**src/rtl/ct_fadd_wb_buf.sv**
```systemverilog
// Writeback buffer for the VFALU fadd pipe: FIFO plus credit-based issue-ready.
// Define FADD_WB_BYPASS_EN to let an EX3 result reach an empty buffer's wb port in the same cycle.

module gated_clk_cell (
  input  logic clk_in,
  input  logic global_en,
  input  logic module_en,
  input  logic local_en,
  input  logic external_en,
  input  logic pad_yy_icg_scan_en,
  output logic clk_out
);
  logic clk_en_bf_latch;
  logic clk_en_af_latch;

  assign clk_en_bf_latch = (global_en & (module_en | local_en)) | external_en;

  // Enable is captured while the clock is low so clk_out never glitches.
  always_latch begin
    if (!clk_in) clk_en_af_latch <= clk_en_bf_latch;
  end

  assign clk_out = clk_in & (clk_en_af_latch | pad_yy_icg_scan_en);
endmodule

module ct_fadd_wb_buf #(
  parameter int DEPTH  = 4,
  parameter int DATA_W = 64
) (
  input  logic              forever_cpuclk,
  input  logic              cpurst_b,
  input  logic              cp0_yy_clk_en,
  input  logic              cp0_vfpu_icg_en,
  input  logic              pad_yy_icg_scan_en,
  input  logic              ex1_pipedown,
  input  logic              ex2_pipedown,
  input  logic              ex3_pipedown,
  input  logic [DATA_W-1:0] ex3_result,
  input  logic [4:0]        ex3_fflags,
  input  logic [6:0]        ex3_preg,
  input  logic              rtu_yy_xx_flush,
  input  logic              wb_grant,
  output logic              wb_req,
  output logic [DATA_W-1:0] wb_data,
  output logic [4:0]        wb_fflags,
  output logic [6:0]        wb_preg,
  output logic              fadd_issue_ready,
  output logic              wb_overflow_err
);
  localparam int PW = $clog2(DEPTH);
  localparam int CW = PW + 2;

  logic [PW:0]       wptr;
  logic [PW:0]       rptr;
  logic [PW:0]       count;
  logic [DATA_W-1:0] ent_data   [DEPTH];
  logic [4:0]        ent_fflags [DEPTH];
  logic [6:0]        ent_preg   [DEPTH];

  logic fifo_empty;
  logic fifo_full;
  logic byp_vld;
  logic byp_take;
  logic pop;
  logic push_req;
  logic overflow;
  logic push;
  logic entry_clk;
  logic ctrl_clk;
  logic ctrl_clk_en;
  logic [CW-1:0] credit_sum;

  // Wrap bit makes the pointer difference the occupancy directly.
  assign count      = wptr - rptr;
  assign fifo_empty = (count == '0);
  assign fifo_full  = (count == (PW+1)'(DEPTH));

`ifdef FADD_WB_BYPASS_EN
  assign byp_vld  = fifo_empty & ex3_pipedown & ~rtu_yy_xx_flush;
  assign byp_take = byp_vld & wb_grant;
`else
  assign byp_vld  = 1'b0;
  assign byp_take = 1'b0;
`endif

  assign wb_req   = ~fifo_empty | byp_vld;
  assign pop      = ~fifo_empty & wb_grant & ~rtu_yy_xx_flush;
  assign push_req = ex3_pipedown & ~rtu_yy_xx_flush & ~byp_take;
  assign overflow = push_req & fifo_full & ~pop;
  assign push     = push_req & ~overflow;

  assign wb_data   = byp_vld ? ex3_result : ent_data[rptr[PW-1:0]];
  assign wb_fflags = byp_vld ? ex3_fflags : ent_fflags[rptr[PW-1:0]];
  assign wb_preg   = byp_vld ? ex3_preg   : ent_preg[rptr[PW-1:0]];

  // Ops already in EX1..EX3 cannot stall, so they are reserved against free space.
  assign credit_sum = CW'(count) + CW'(ex1_pipedown) + CW'(ex2_pipedown) + CW'(ex3_pipedown);
  assign fadd_issue_ready = (credit_sum < CW'(DEPTH));

  assign ctrl_clk_en = ex3_pipedown | wb_req | rtu_yy_xx_flush;

  gated_clk_cell x_entry_gated_clk (
    .clk_in             (forever_cpuclk),
    .global_en          (cp0_yy_clk_en),
    .module_en          (cp0_vfpu_icg_en),
    .local_en           (push),
    .external_en        (1'b0),
    .pad_yy_icg_scan_en (pad_yy_icg_scan_en),
    .clk_out            (entry_clk)
  );

  gated_clk_cell x_ctrl_gated_clk (
    .clk_in             (forever_cpuclk),
    .global_en          (cp0_yy_clk_en),
    .module_en          (cp0_vfpu_icg_en),
    .local_en           (ctrl_clk_en),
    .external_en        (1'b0),
    .pad_yy_icg_scan_en (pad_yy_icg_scan_en),
    .clk_out            (ctrl_clk)
  );

  always_ff @(posedge entry_clk) begin
    if (push) begin
      ent_data[wptr[PW-1:0]]   <= ex3_result;
      ent_fflags[wptr[PW-1:0]] <= ex3_fflags;
      ent_preg[wptr[PW-1:0]]   <= ex3_preg;
    end
  end

  always_ff @(posedge ctrl_clk or negedge cpurst_b) begin
    if (!cpurst_b) begin
      wptr <= '0;
      rptr <= '0;
    end else if (rtu_yy_xx_flush) begin
      wptr <= '0;
      rptr <= '0;
    end else begin
      if (push) wptr <= wptr + (PW+1)'(1);
      if (pop)  rptr <= rptr + (PW+1)'(1);
    end
  end

  // Overflow only happens on an EX3 push, which always enables ctrl_clk.
  always_ff @(posedge ctrl_clk or negedge cpurst_b) begin
    if (!cpurst_b) wb_overflow_err <= 1'b0;
    else if (overflow) wb_overflow_err <= 1'b1;
  end
endmodule

```
**config.mk**
```make
export PLATFORM = sky130hd
export DESIGN_NAME = ct_fadd_wb_buf
export DESIGN_NICKNAME = d
export VERILOG_FILES = /design/src/rtl/ct_fadd_wb_buf.sv
export SDC_FILE = /design/constraint.sdc
export NUM_CORES = 1
export LEC_CHECK = 0
export CORE_ASPECT_RATIO = 0.5
export CORE_UTILIZATION = 58
export DETAILED_ROUTE_END_ITERATION = 7
export PLACE_DENSITY_LB_ADDON = 0.3
export SLEW_MARGIN = 30
export SYNTH_ARGS = -nofsm -noshare
export SYNTH_HDL_FRONTEND = slang
export SYNTH_HIERARCHICAL = 1
export SYNTH_SLANG_ARGS = --single-unit
```
**constraint.sdc**
```tcl
create_clock -name vclk -period 3.4
set_input_delay 0.51 -clock vclk [all_inputs]
set_output_delay 0.51 -clock vclk [all_outputs]
set_load 0.05 [all_outputs]
```
==> flow_summary.json, run 1 <==
{
  "power.density_nw_per_um2": 70.0,
  "post_cts_resized": 0,
  "synth.distinct_cells": 32,
  "setup_viol": 0,
  "unclocked_pins": 313,
  "die_height_um": 102,
  "fillers": 1229,
  "synth_top_area_cell": "edfxtp_1",
  "fmax_mhz": 362,
  "ys_ff_latch": 313,
  "die_area_um2": 20600,
  "grt_pass1_vias": 5222,
  "post-cts-setup-buffers": 0,
  "cpPeakStageDelay_ns": 0.46,
  "slew_headroom_pct": 37.5,
  "hold_buffers": 0,
  "drtIter0Drc": 270,
  "crit_top_cell": "inv_1",
  "worst_pin_slew_ns": 0.938,
  "crit_path_start_kind": "input port",
  "period_share_pct": 81.2,
  "end_kind": "output port",
  "dr.pass1.iters": 4,
  "placeableCoreArea_um2": 19500,
  "synth_edf_count": 304,
  "min_path_cells": 5,
  "crit_path_top_delay_cell": "clkdlybuf4s50_1",
  "syn_inst": 468,
  "grt_pass1_wl_mm": 29.9,
  "avgSynthCellArea_um2": 24.8,
  "final_area_um2": 13600,
  "grt_max_degree": 161,
  "synth_top_area_share_pct": 78.7,
  "die_w_um": 202,
  "grt_setup_unrepaired": "no",
  "vias": 5053,
  "power_uw": 954,
  "postRouteAntennaNets": 0,
  "tns_ns": 0,
  "ios": 165,
  "grt_overflow": 0,
  "stdcell_count": 890,
  "yosys_warnings": 6,
  "synth_ff_type": "edfxtp_1",
  "critPathTopFamily": "buffers and inverters",
  "place_congestion": 0.720,
  "row_count": 36,
  "synthTopCellsByArea": "edfxtp_1, mux4_2, dfrtp_1, ha_1, buf_2",
  "place_hpwl_mm": 13.0,
  "finalHoldViolCount": 0,
  "drv_slew": 0,
  "seq_area_um2": 9340,
  "hold_path_end": "fadd_issue_ready",
  "start_util_pct": 59.4,
  "path_max_fanout": 1,
  "drc": 0,
  "io_buffers": 165,
  "antenna_found_initial": 0,
  "arrival_ns": 2.25,
  "place_area_um2": 13600,
  "critical_path_class": "input port to output port",
  "async_flop_share_pct": 2.24,
  "ir_drop_uv": 46.4,
  "total_leakage_power_uw": 0.00423,
  "drt_wl_total_mm": 19.6,
  "untimed_endpoints": 695,
  "synth_area_um2": 11600,
  "multiInputGateArea_um2": 2180,
  "n_antenna_cell": 0,
  "hold_path_class": "input port to output port",
  "worstPathCellList": "clkdlybuf4s50_1 -> inv_1 -> fa_1 -> inv_1 -> ha_1 -> nand2_1 -> nor2_1 -> nor3_1 -> buf_12",
  "syn2layout_area_growth_pct": 17.5,
  "place_inst": 890,
  "wl_per_cell_um": 22.0,
  "finalCriticalPeriod_ns": 2.76,
  "via_per_inst": 5.68,
  "outcome": "finished, final reports clean",
  "crit_buf_inv": 4,
  "required_ns": 2.89,
  "track_usage_pct": 19.0,
  "cap_viol_max_count": 0,
  "layout.nets": 721,
  "hp-start": "ex3_pipedown",
  "drive_gt1_share_pct": 15.4
}
registers in the layout (all words and copies together), names as in the netlist:
signal / flops
wb_overflow_err: 1
wptr: 3
ent_preg: 28
x_ctrl_gated_clk/clk_en_af_latch: 1
ent_data: 256
x_entry_gated_clk/clk_en_af_latch: 1
rptr: 3
ent_fflags: 20
metrics by stage:
step                setup WS (ns)  hold slack (ns)  utilization, %
floorplan                   0.540             1.32               -
global placement            0.635             1.96            69.5
detailed placement          0.614             1.97            69.7
CTS                         0.613             1.98            69.7
global route                0.557             2.02            69.7
finish                      0.638             1.97            69.7
Yosys cell counts (all sizes together) (2+ instances only):
| library cell | number |
|---|---|
| nand2b | 7 |
| nor2 | 5 |
| clkbuf | 6 |
| o21ai | 2 |
| mux2i | 2 |
| buf | 13 |
| a21oi | 2 |
| mux4 | 76 |
| ha | 7 |
| mux2 | 4 |
| o21a | 3 |
| edfxtp | 304 |
| dfrtp | 7 |
| fa | 2 |
| and2 | 4 |
| dlxtn | 2 |
| nor2b | 2 |
| nand2 | 3 |
| inv | 6 |
where the power goes:
group | total (uW) | switching, uW | leakage [uW] | internal (uW)
Sequential | 382 | 19.2 | 0.00286 | 363
Combinational | 571 | 340 | 0.00137 | 231
Clock | 0 | 0 | 0 | 0
per-layer routing:
layer | global-route usage (%) | vias up | share of wire [%]
met1 | 28.5 | 2686 | 45
li1 | - | 2262 | -
met4 | 0.350 | 0 | 0.20
met2 | 33.8 | 103 | 52
met5 | 0 | - | 0
met3 | 0.829 | 2 | 3.1
cells in the final DEF, fill, tap and decap left out, types with 3 or more instances in the layout:
cell / instances
mux4_2: 76
inv_1: 6
clkdlybuf4s50_1: 164
ha_1: 7
nor2_1: 5
and2_4: 4
nand2b_1: 7
nand2_1: 3
buf_4: 6
edfxtp_1: 304
buf_12: 3
dfrtp_1: 5
how the worst max path moves through the flow:
| stage | from | slack (ns) | to | depth (start not counted) |
|---|---|---|---|---|
| after CTS | ex1_pipedown | 0.61 | fadd_issue_ready | 9 |
| after detailed placement | ex1_pipedown | 0.61 | fadd_issue_ready | 9 |
| after floorplan | ex1_pipedown | 0.54 | fadd_issue_ready | 7 |
| after global routing | ex1_pipedown | 0.56 | fadd_issue_ready | 9 |
| final | ex1_pipedown | 0.64 | fadd_issue_ready | 9 |
| after global placement | ex1_pipedown | 0.63 | fadd_issue_ready | 9 |
layout make-up:
| cell class | instances | share of cell area [%] |
|---|---|---|
| sequential | 313 | 68.5 |
| multi-input combinational | 131 | 16.0 |
| timing repair buffer | 174 | 12.9 |
| tap | 266 | 2.44 |
| inverter | 6 | 0.165 |
cell families after synthesis:
kind of cell | count (synthesis) | synth area share, %
simple gates | 25 | 1.19
compound gates | 11 | 0.658
latches | 2 | 0.259
buf+inv | 25 | 0.992
flops | 311 | 80.2
other cells | 1 | 0.0323
mux | 82 | 15.3
xor+xnor | 2 | 0.291
fa+ha+maj | 9 | 1.10
Power figures use the tool's default switching activity.
==> inputs of run 2 (changes only) <==
Settings changed: CORE_UTILIZATION 58 to 49.
Clock period 3.4 ns to 2.4 ns, I/O delays scaled along.
==> flow_summary.json, run 2 (same netlist as run 1, synthesis figures left out) <==
{
  "layout_common_cells": "edfxtp_1, clkdlybuf4s50_1, mux4_2",
  "worstPathCellList": "dlymetal6s2s_1 -> inv_2 -> fa_2 -> inv_1 -> ha_1 -> nand2_1 -> nor2_1 -> nor3_2 -> clkbuf_16",
  "worst_pin_slew_ns": 0.882,
  "largest_register_ffs": 256,
  "post-cts-setup-buffers": 0,
  "period_share_pct": 85.0,
  "required_ns": 2.04,
  "grt_setup_unrepaired": "no",
  "die_w_um": 220,
  "untimed_endpoints": 695,
  "min_path_cells": 6,
  "place_hpwl_mm": 12.7,
  "final_area_um2": 13700,
  "ir_drop_uv": 78.6,
  "use_met1_pct": 23.9,
  "syn2layout_area_growth_pct": 18.4,
  "end_kind": "output port",
  "critical_path_class": "input port to output port",
  "met3_usage_pct": 0.329,
  "arrival_ns": 1.68,
  "cpPeakStageDelay_ns": 0.36,
  "layout_commonest_cell": "edfxtp_1",
  "drtIter0Drc": 308,
  "hp-start": "ex2_pipedown",
  "finalCriticalPeriod_ns": 2.04,
  "place_congestion": 0.736,
  "drv_slew": 0,
  "holdWs_ns": 1.57,
  "vias": 5010,
  "postRouteAntennaNets": 0,
  "power.density_nw_per_um2": 98.4,
  "die_area_um2": 24300,
  "io_buffers": 165,
  "layout.nets": 722,
  "hold_buffers": 0,
  "grt_pass1_wl_mm": 31.1,
  "slew_headroom_pct": 41.2,
  "outcome": "complete, but fails checks",
  "grt_overflow": 0,
  "setup_viol": 0,
  "grt_max_degree": 167,
  "dr.pass1.iters": 6,
  "finalHoldViolCount": 0,
  "wl_per_cell_um": 21.1,
  "tns_ns": 0,
  "post_cts_resized": 0,
  "placeableCoreArea_um2": 23000,
  "drt_wl_total_mm": 19.7,
  "ios": 165,
  "hold_path_end": "fadd_issue_ready",
  "start_util_pct": 50.4,
  "unclocked_pins": 313,
  "antenna_found_initial": 0,
  "die_height_um": 111,
  "top_usage_layer": "met2",
  "hold_path_class": "input port to output port",
  "path_max_fanout": 1,
  "use_met2_pct": 29.9,
  "cap_viol_max_count": 0,
  "row_count": 39,
  "grt_pass1_vias": 5440,
  "place_area_um2": 13700,
  "drive_gt1_share_pct": 16.2,
  "crit_path_top_delay_cell": "fa_2",
  "total_leakage_power_uw": 0.00426,
  "violations": "DRC",
  "fmax_mhz": 490,
  "drc": 10,
  "crit_path_start_kind": "input port",
  "track_usage_pct": 16.4,
  "via_per_inst": 5.38,
  "n_antenna_cell": 0
}
[run 2: how the worst max path moves through the flow]
stage,startpoint,endpoint,slack (ns),cells past startpoint
after floorplan,ex1_pipedown,fadd_issue_ready,0.27,7
after global routing,ex1_pipedown,fadd_issue_ready,0.26,9
after CTS,ex1_pipedown,fadd_issue_ready,0.02,9
final,ex1_pipedown,fadd_issue_ready,0.36,9
after detailed placement,ex1_pipedown,fadd_issue_ready,0.02,9
after global placement,ex1_pipedown,fadd_issue_ready,0.04,9
[run 2: power by group]
part	switching [uW]	internal, uW
Combinational	485	329
Sequential	22.2	516
Clock	0	0
[run 2: per-layer routing]
layer  vias up  part of all wire [%]
met1      2687                    45
met5         -                     0
li1       2262                     -
met3         0                   1.8
met2        61                    54
met4         0                     0
[run 2: per-stage QoR]
stage | util (%) | power [uW] | std cells | worst slack, ns
3_5_place_dp | 59.5 | 1360 | 931 | 0.0243
3_3_place_gp | 59.2 | 1330 | 929 | 0.0353
6_report | 59.6 | 1350 | 932 | 0.361
5_1_grt | 59.6 | 1410 | 932 | 0.258
4_1_cts | 59.5 | 1360 | 931 | 0.0196
2_1_floorplan | - | 995 | 469 | 0.270
[run 2: worst max-delay path: cells and delay by family]
family | cells | cell delay [ns]
buffers and inverters | 4 | 0.41
adder cells (fa/ha/maj) | 2 | 0.57
AND/OR/NAND/NOR | 3 | 0.34
[run 2: final cells by class]
| cell class | count | area, um2 |
|---|---|---|
| sequential | 313 | 9340 |
| timing repair buffer | 175 | 1810 |
| inverter | 6 | 22.5 |
| tap | 307 | 384 |
| fill | 1637 | 9290 |
| multi-input combinational | 131 | 2180 |
==> inputs of run 3 (changes only) <==
Clock period 2.4 ns to 1.68 ns, I/O delays scaled along.
==> flow_summary.json, run 3 (same netlist as run 1, synthesis figures left out) <==
{
  "outcome": "complete, but fails checks",
  "violations": "DRC",
  "layout.nets": 721,
  "drive_gt1_share_pct": 17.0,
  "layout_common_cells": "edfxtp_1, clkdlybuf4s50_1, mux4_2",
  "drt_wl_total_mm": 19.5,
  "cap_viol_max_count": 0,
  "path_max_fanout": 1,
  "power.density_nw_per_um2": 141,
  "die_height_um": 111,
  "n_antenna_cell": 0,
  "drv_slew": 0,
  "grt_overflow": 0,
  "required_ns": 1.43,
  "fmax_mhz": 603,
  "crit_path_start_kind": "input port",
  "dp_slack_ns": -0.603,
  "crit_path_top_delay_cell": "fa_2",
  "worst_pin_slew_ns": 0.826,
  "hold_path_class": "input port to output port",
  "layout_commonest_cell": "edfxtp_1",
  "tns_ns": 0,
  "fillers": 1662,
  "power_uw": 1940,
  "period_share_pct": 98.7,
  "untimed_endpoints": 695,
  "drc": 6,
  "finalHoldViolCount": 0,
  "grt_pass1_vias": 5415,
  "grt_pass1_wl_mm": 30.4,
  "critical_path_class": "input port to output port",
  "slew_headroom_pct": 45.0,
  "start_util_pct": 50.4,
  "place_congestion": 0.737,
  "die_w_um": 220,
  "io_buffers": 165,
  "drtIter0Drc": 301,
  "grt_setup_unrepaired": "yes",
  "dr.pass1.iters": 6,
  "place_hpwl_mm": 12.6,
  "finalCriticalPeriod_ns": 1.66,
  "grt_max_degree": 140,
  "placeableCoreArea_um2": 23000,
  "track_usage_pct": 16.0,
  "syn2layout_area_growth_pct": 18.2,
  "postRouteAntennaNets": 0,
  "arrival_ns": 1.41,
  "worst_slack_ns": 0.0225,
  "antenna_found_initial": 0,
  "post-cts-setup-buffers": 0,
  "via_per_inst": 5.39,
  "hold_path_end": "fadd_issue_ready",
  "ios": 165,
  "die_area_um2": 24300,
  "wl_per_cell_um": 20.9,
  "largest_register_ffs": 256,
  "hp-start": "ex1_pipedown",
  "ir_drop_uv": 83.3,
  "cpPeakStageDelay_ns": 0.37,
  "row_count": 39,
  "worstPathCellList": "buf_6 -> inv_4 -> fa_2 -> inv_2 -> ha_4 -> nand2_4 -> nor2_4 -> nor3_4 -> buf_12",
  "setup_viol": 0,
  "end_kind": "output port",
  "vias": 5017,
  "total_leakage_power_uw": 0.00423,
  "unclocked_pins": 313,
  "min_path_cells": 6
}
[run 3: timing repair]
item | in CTS | in global routing
setup endpoints to repair | 1 | 1
resized for setup | 14 | 2
hold endpoints to repair | 0 | 0
pin swaps | 5 | 0
hold buffers | 0 | 0
[run 3: metrics by stage]
stage | cells | area, um2 | hold slack (ns) | utilization, %
after global routing | 931 | 13700 | 1.24 | 59.6
after CTS | 931 | 13700 | 1.23 | 59.5
after floorplan | 469 | 11600 | 0.792 | -
after global placement | 931 | 13700 | 1.40 | 59.4
final | 931 | 13700 | 1.21 | 59.6
after detailed placement | 931 | 13700 | 1.41 | 59.4
[run 3: critical path, delay by kind of cell]
| kind | cells | cell delay (ns) |
|---|---|---|
| fa+ha+maj | 2 | 0.56 |
| buf+inv | 4 | 0.33 |
| simple gates | 3 | 0.25 |
[run 3: metal layers]
layer	global-route usage [%]	routed length, um	up-vias
met5	0	0	-
met4	0.0920	0	0
met3	0.549	378	0
met2	30.1	10600	57
met1	22.2	8540	2702
li1	-	-	2258
[run 3: where the power goes]
group	internal [uW]	switching, uW
Sequential	734	38.2
Combinational	471	693
Clock	0	0
Total	1200	731
[run 3: worst max-delay path by stage]
stage / startpoint / end / slack (ns) / depth (start not counted)
floorplan: ex2_pipedown / fadd_issue_ready / -0.04 / 7
detailed placement: ex2_pipedown / fadd_issue_ready / -0.60 / 9
CTS: ex2_pipedown / fadd_issue_ready / 0.001 / 9
finish: ex1_pipedown / fadd_issue_ready / 0.02 / 9
global placement: ex2_pipedown / fadd_issue_ready / -0.56 / 9
global route: ex1_pipedown / fadd_issue_ready / -0.02 / 9
[run 3: layout make-up]
class,instances,area (um2),area share (%)
inverters,6,32.5,0.237
flip-flops and latches,313,9340,68.1
well taps,307,384,2.80
multi-input cells,131,2220,16.2
repair buffers,174,1740,12.7
